`src/rtl/pipe_stage_reg.sv`:
```
// Two-entry pipeline stage register (main + skid) with stall, bubble, flush and kill.
// Ports:
//   clk, rst             - clock, synchronous active-high reset
//   in_valid/in_ready    - upstream handshake (in_ready is combinational)
//   in_data/in_ctrl      - upstream payload and control
//   stall                - blocks the output transfer
//   bubble               - load a zero-control entry instead of accepting input
//   flush                - discard both held entries
//   kill                 - clear KILL_MASK bits of the held main control
//   out_valid/out_ready  - downstream handshake
//   out_data/out_ctrl    - main entry payload and control (registered)
//   occupancy            - number of held entries, 0..2 (registered)
module pipe_stage_reg #(
  parameter int unsigned             DATA_W    = 32,
  parameter int unsigned             CTRL_W    = 24,
  parameter logic [CTRL_W-1:0]       KILL_MASK = '1
) (
  input  logic              clk,
  input  logic              rst,
  input  logic              in_valid,
  output logic              in_ready,
  input  logic [DATA_W-1:0] in_data,
  input  logic [CTRL_W-1:0] in_ctrl,
  input  logic              stall,
  input  logic              bubble,
  input  logic              flush,
  input  logic              kill,
  output logic              out_valid,
  input  logic              out_ready,
  output logic [DATA_W-1:0] out_data,
  output logic [CTRL_W-1:0] out_ctrl,
  output logic [1:0]        occupancy
);

  logic              main_valid_q, main_valid_d;
  logic [DATA_W-1:0] main_data_q,  main_data_d;
  logic [CTRL_W-1:0] main_ctrl_q,  main_ctrl_d;
  logic              skid_valid_q, skid_valid_d;
  logic [DATA_W-1:0] skid_data_q,  skid_data_d;
  logic [CTRL_W-1:0] skid_ctrl_q,  skid_ctrl_d;
  logic [1:0]        occ_q,        occ_d;

  logic in_fire;
  logic out_fire;
  logic main_load;

  // Skid occupied means no room; bubble/flush/reset also refuse input.
  assign in_ready  = ~skid_valid_q & ~bubble & ~flush & ~rst;
  assign in_fire   = in_valid & in_ready;
  assign out_fire  = main_valid_q & out_ready & ~stall;
  assign main_load = ~main_valid_q | out_fire;

  // Next-state for both entries.
  always_comb begin
    main_valid_d = main_valid_q;
    main_data_d  = main_data_q;
    main_ctrl_d  = main_ctrl_q;
    skid_valid_d = skid_valid_q;
    skid_data_d  = skid_data_q;
    skid_ctrl_d  = skid_ctrl_q;

    if (flush) begin
      // Data is left untouched; only valids and visible control are cleared.
      main_valid_d = 1'b0;
      skid_valid_d = 1'b0;
      main_ctrl_d  = '0;
    end else if (main_load) begin
      if (skid_valid_q) begin
        main_valid_d = 1'b1;
        main_data_d  = skid_data_q;
        main_ctrl_d  = skid_ctrl_q;
        skid_valid_d = in_fire;
        if (in_fire) begin
          skid_data_d = in_data;
          skid_ctrl_d = in_ctrl;
        end
      end else if (in_fire) begin
        main_valid_d = 1'b1;
        main_data_d  = in_data;
        main_ctrl_d  = in_ctrl;
      end else if (bubble) begin
        // Bubble keeps the old payload, only control is zeroed.
        main_valid_d = 1'b1;
        main_ctrl_d  = '0;
      end else begin
        main_valid_d = 1'b0;
      end
    end else begin
      // Main is holding: input goes to skid, kill trims main control only.
      if (in_fire) begin
        skid_valid_d = 1'b1;
        skid_data_d  = in_data;
        skid_ctrl_d  = in_ctrl;
      end
      if (kill) begin
        main_ctrl_d = main_ctrl_q & ~KILL_MASK;
      end
    end

    occ_d = {1'b0, main_valid_d} + {1'b0, skid_valid_d};
  end

  // State registers.
  always_ff @(posedge clk) begin
    if (rst) begin
      main_valid_q <= 1'b0;
      main_data_q  <= '0;
      main_ctrl_q  <= '0;
      skid_valid_q <= 1'b0;
      skid_data_q  <= '0;
      skid_ctrl_q  <= '0;
      occ_q        <= '0;
    end else begin
      main_valid_q <= main_valid_d;
      main_data_q  <= main_data_d;
      main_ctrl_q  <= main_ctrl_d;
      skid_valid_q <= skid_valid_d;
      skid_data_q  <= skid_data_d;
      skid_ctrl_q  <= skid_ctrl_d;
      occ_q        <= occ_d;
    end
  end

  assign out_valid = main_valid_q;
  assign out_data  = main_data_q;
  assign out_ctrl  = main_ctrl_q;
  assign occupancy = occ_q;

endmodule
```
`config.mk`:
```
export PLATFORM = sky130hd
export DESIGN_NAME = pipe_stage_reg
export DESIGN_NICKNAME = d
export VERILOG_FILES = /design/src/rtl/pipe_stage_reg.sv
export SDC_FILE = /design/constraint.sdc
export NUM_CORES = 1
export LEC_CHECK = 0
export CAP_MARGIN = 10
export CELL_PAD_IN_SITES_DETAIL_PLACEMENT = 0
export CELL_PAD_IN_SITES_GLOBAL_PLACEMENT = 1
export CORE_ASPECT_RATIO = 0.7
export CORE_MARGIN = 5
export CORE_UTILIZATION = 35
export CTS_BUF_LIST = sky130_fd_sc_hd__clkbuf_8
export DETAILED_ROUTE_END_ITERATION = 16
export PLACE_DENSITY_LB_ADDON = 0.1
export SLEW_MARGIN = 10
export SYNTH_ARGS = -nofsm -noshare
export SYNTH_HDL_FRONTEND = slang
export SYNTH_SLANG_ARGS = --single-unit
```
`constraint.sdc`:
```
create_clock -name clk -period 4.7 [get_ports clk]
set_input_delay 0.705 -clock clk [delete_from_list [all_inputs] [get_ports clk]]
set_output_delay 0.705 -clock clk [all_outputs]
set_load 0.01 [all_outputs]
```
## After elaboration in Yosys (flattened, before gate mapping)

Index checks and enable logic that the tools add are counted.

| word-level totals | value |
|---|---|
| output and inout port bits | 60 |
| input port bits | 64 |
| bits in registers | 116 |
| logic and storage cells | 51 |

| operators by class | value |
|---|---|
| bitwise operators | 13 |
| $add $sub $neg | 1 |
| mux-type cells | 22 |
| eq/ne operators | 2 |
| reductions and logical operators | 6 |

Operator list:

| operator | count |
|---|---|
| 2-to-1 mux 24 bit | 8 |
| 2-to-1 mux 32 bit | 5 |
| 2-to-1 mux 1 bit | 9 |
| bitwise AND 1 bit | 6 |
| NOT 1 bit | 6 |
| inequality test 4 bit, second input constant | 1 |
| AND reduction 2 bit | 2 |
| nonzero test 2 bit | 2 |
| AND reduction 3 bit | 1 |
| adder 1 x 1 -> 2 bit | 1 |
| inequality test 2 bit, second input constant | 1 |
| OR reduction 2 bit | 1 |
| OR 1 bit | 1 |

## Longest topological paths before layout

| logic depth | value |
|---|---|
| depth in word-level cells | 10 |
| mapped depth | 7 |
| depth with buffers taken out | 5 |

## Worst setup path after synthesis

No wires, ideal clock.

| timing | value |
|---|---|
| path kind | input-to-reg |
| start | input stall |
| end | register main_ctrl_q[0] (netlist: out_ctrl[0]) |
| data arrival time | 1.794 ns |
| required time | 4.630 ns |
| setup slack | 2.836 ns |
| stages | 5 |
| buffers on the path | 1 |
| setup time | 0.070 ns |
| cell sequence | nand2b_4 > a2111o_1 > a21boi_2 > buf_4 > o2bb2ai_1 |

| between the ends | value |
|---|---|
| longest elaborated chain between the ends | 5 |
| elaborated cells on any way between the ends | 7 |
| classes of those cells | eq/ne (1); mux (1); bitwise (3); reduce/logical (2) |

Ends and longest elaborated chain:

| what | line | source |
|---|---|---|
| from (decl) | 24 | `input logic stall,` |
| NOT 1 bit (*) | 50 | `assign out_fire = main_valid_q & out_ready & ~stall;` |
| bitwise AND 1 bit (*) | 50 |  |
| OR 1 bit (*) | 51 | `assign main_load = ~main_valid_q \| out_fire;` |
| inequality test 4 bit (no line) or nonzero test 2 bit (tied branches) | n/a |  |
| AND reduction 2 bit (no line) | n/a |  |
| to (signal assigned) | 116 | `main_ctrl_q <= main_ctrl_d;` |
| to (decl) | 37 | `logic [CTRL_W-1:0] main_ctrl_q, main_ctrl_d;` |

Mark *: on every way between the ends. The rest lies on a longest branch, timed or not.
A chain may end at the register's enable or synchronous reset.

## Final worst setup path

| timing | value |
|---|---|
| start | input bubble |
| end | output in_ready |

| between the ends | value |
|---|---|
| longest elaborated chain between the ends | 4 |

Ends and longest elaborated chain:

| what | line | source |
|---|---|---|
| from (decl) | 25 | `input logic bubble,` |
| NOT 1 bit | 48 | `assign in_ready = ~skid_valid_q & ~bubble & ~flush & ~rst;` |
| bitwise AND 1 bit (3 in a row) | 48 |  |
| to (decl) | 21 | `output logic in_ready,` |

Every way passes these cells.

==> run metrics <==
status finished clean; first-pass GRT wire length 19800 um; Reg power frac 46.9%; Clock Power Share 44.6%; post-route antenna net violation count 0; Worst EP arrival 2.21 ns; Crit. End Element primary output; Clk pin slew, worst setup/hold paths 0.07 ns; Hold Slack 0.455 ns; DRT iter0 DRCs 151; P_sw 0.499 mW; Peak VDD IR roughly 0.15 mV; initial antenna violation count 0; fmax 0.343 GHz; Finished Layout Cells 794; CP max stage cell clkdlybuf4s50_1; Cell Chain, Critical Path clkdlybuf4s50_1 -> nor4_4 -> clkdlybuf4s50_1; P_int 1.66 mW; clock root cell clkbuf_8; layout cells sized above 1 11.5%; CP startpoint kind primary input; number of CTS-inserted buffers 17; Top Ports 124; RSZ-0062 raised after global routing no; Slew Limit Fails 0; final worst-path cycle share between 60% and 70%; Synth area leaders dfxtp_1 49%, mux2i_1 12%, nand2_1 8.9%; final WL 12400 um; clock latency on the worst-skew pair 0.42 ns; synth unique cells 26; minimum clock period 2.91 ns; Worst Tran Pin Value 1.20 ns; Die Wd 149 um; DRC viols 0; DIE HEIGHT 107 um; P per Cell Area 335 nW/um^2; synth warn 0; Synth top area share 48.9%; fillers 1233; DR vias/cell between 4 and 5; Longest Clk Path Bufs 2; most common cell after layout, fill and taps aside clkdlybuf4s50_1; CTS Hold Bufs 0; CTS tree done; Resized Gates After CTS 0; Routability Congestion about 0.7; skew final 0.00930 ns; gr usage total between 15 and 20%; Area growth syn-to-layout 35.3%; CP max stage delay around 0.6 ns; Avg Cell Area, Syn approximately 9.7 um^2; Yosys top cell by area dfxtp_1; Tot Pwr about 2.2 mW; IO Port Bufs 123; Hold Violations, Final 0; Post-Syn Area 4750 um^2; Critical Path Most Common Cell clkdlybuf4s50_1; maxcap violations 0; Clock Sinks 116; setup TNS 0 ns; Syn Nets 556; Detailed Place HPWL 7500 um; H-tree lvl count 4; Remaining Overflow, GRT 0; drt pass-1 iters 4; CP bufs+invs 2; Synth Register Bits 116; sequential area share after synthesis 48.9%; Vias 3839; Net count, final between 600 and 700; CP top delay family buffers and inverters; worst-path fanout max 5; die area 16000 um^2; highest-count cells in the layout ignoring fill and taps 122 x clkdlybuf4s50_1, 115 x dfxtp_1, 113 x nand2_1; Core ar. between 10000 and 15000 um^2; setup repair bufs after CTS 0; Crit path required time 3.99 ns; worst rel slew slack 19.7%; row cnt 35; cells after synthesis 491; P_leak 2.00 nW; final setup vio count 0; largest net degree at the start of global routing 92; min-delay worst type flip-flop to flip-flop; DP Cell Count 764; kind of critical path primary input to primary output; Avg WL per Cell ~16 um; sw frac between 20% and 30%; Comb pwr share 8.5%; vias in the first global route 3757; Initial Util 35.9%; antenna cells 0
==> cells by family after synthesis <==
kind of cell | Yosys count | share of synthesized area [%]
and+or+nand+nor | 162 | 14.4
AOI/OAI and AO/OA | 117 | 19.6
DFF | 116 | 48.9
muxes | 56 | 11.8
buffers and inverters | 39 | 4.98
adders and majority gates | 1 | 0.263
==> worst reg2reg max path: cells and delay by family, from the launching register on <==
family | cells | cell delay (ns)
AND/OR/NAND/NOR | 2 | 0.55
AO/OA/AOI/OAI | 2 | 0.63
buffers and inverters | 1 | 0.58
flip-flops | 1 | 1.07
==> layout make-up <==
type	instances	area, um^2	area share (%)
tap	185	231	3.60
sequential	116	2330	36.2
timing repair buffer	127	1260	19.6
clock buffer	20	275	4.29
multi-input combinational	336	2200	34.2
clock inverter	10	131	2.05
==> routing by layer <==
layer	GRT usage (%)	vias to the layer above	share of wire [%]
li1	-	1915	-
met1	21.6	1822	48
met2	23.5	93	45
met3	5.43	9	6.4
met4	4.51	0	0.81
met5	0	-	0
==> sequential cells by signal, indices dropped and copies added (netlist names) <==
register / count
out_ctrl: 24
skid_data_q: 32
occupancy: 2
skid_ctrl_q: 24
out_valid: 1
out_data: 32
skid_valid_q: 1
==> worst paths after layout <==
path / slack [ns] / endpoint / startpoint / cells past startpoint
min: 0.46 / skid_data_q[2]$_SDFFE_PP0P_ / skid_data_q[2]$_SDFFE_PP0P_ / 2
max reg2reg: 1.80 / out_data[20]$_SDFFE_PP0P_ / skid_valid_q$_SDFF_PP0_ / 5
min reg2reg: 0.46 / skid_data_q[2]$_SDFFE_PP0P_ / skid_data_q[2]$_SDFFE_PP0P_ / 2
max: 1.79 / in_ready / bubble / 3
==> power groups by stage <==
stage                     clock, mW  sequential (mW)  combinational [mW]
final                         0.961             1.01               0.182
after global routing           1.04             1.01               0.197
after CTS                     0.984             1.01               0.185
after detailed placement          0             1.03               0.184
after global placement            0             1.03               0.181
after floorplan                   0             1.04              0.0721
==> stage by stage <==
stage	setup slack, ns	instance area (um^2)	util, %
final	1.79	6420	48.6
after global routing	1.51	6420	48.6
after CTS	1.72	6420	48.6
after detailed placement	1.54	6010	45.5
after global placement	1.55	6010	45.4
after floorplan	2.84	4750	-
==> Yosys cell counts, drive strengths merged <==
master   count
mux2i       56
nor4         1
ha           1
nand2b       1
nand4        1
a2111o       1
nor2        35
clkbuf      19
nor3         2
and4         1
a211oi      32
nor2b        5
o211ai       1
and2         1
buf         20
nand2      113
dfxtp      116
o2bb2ai     24
a2bb2oi      1
a21oi       57
nor4b        1
a21boi       1
nand3b       1
Power figures use the tool's default switching activity.
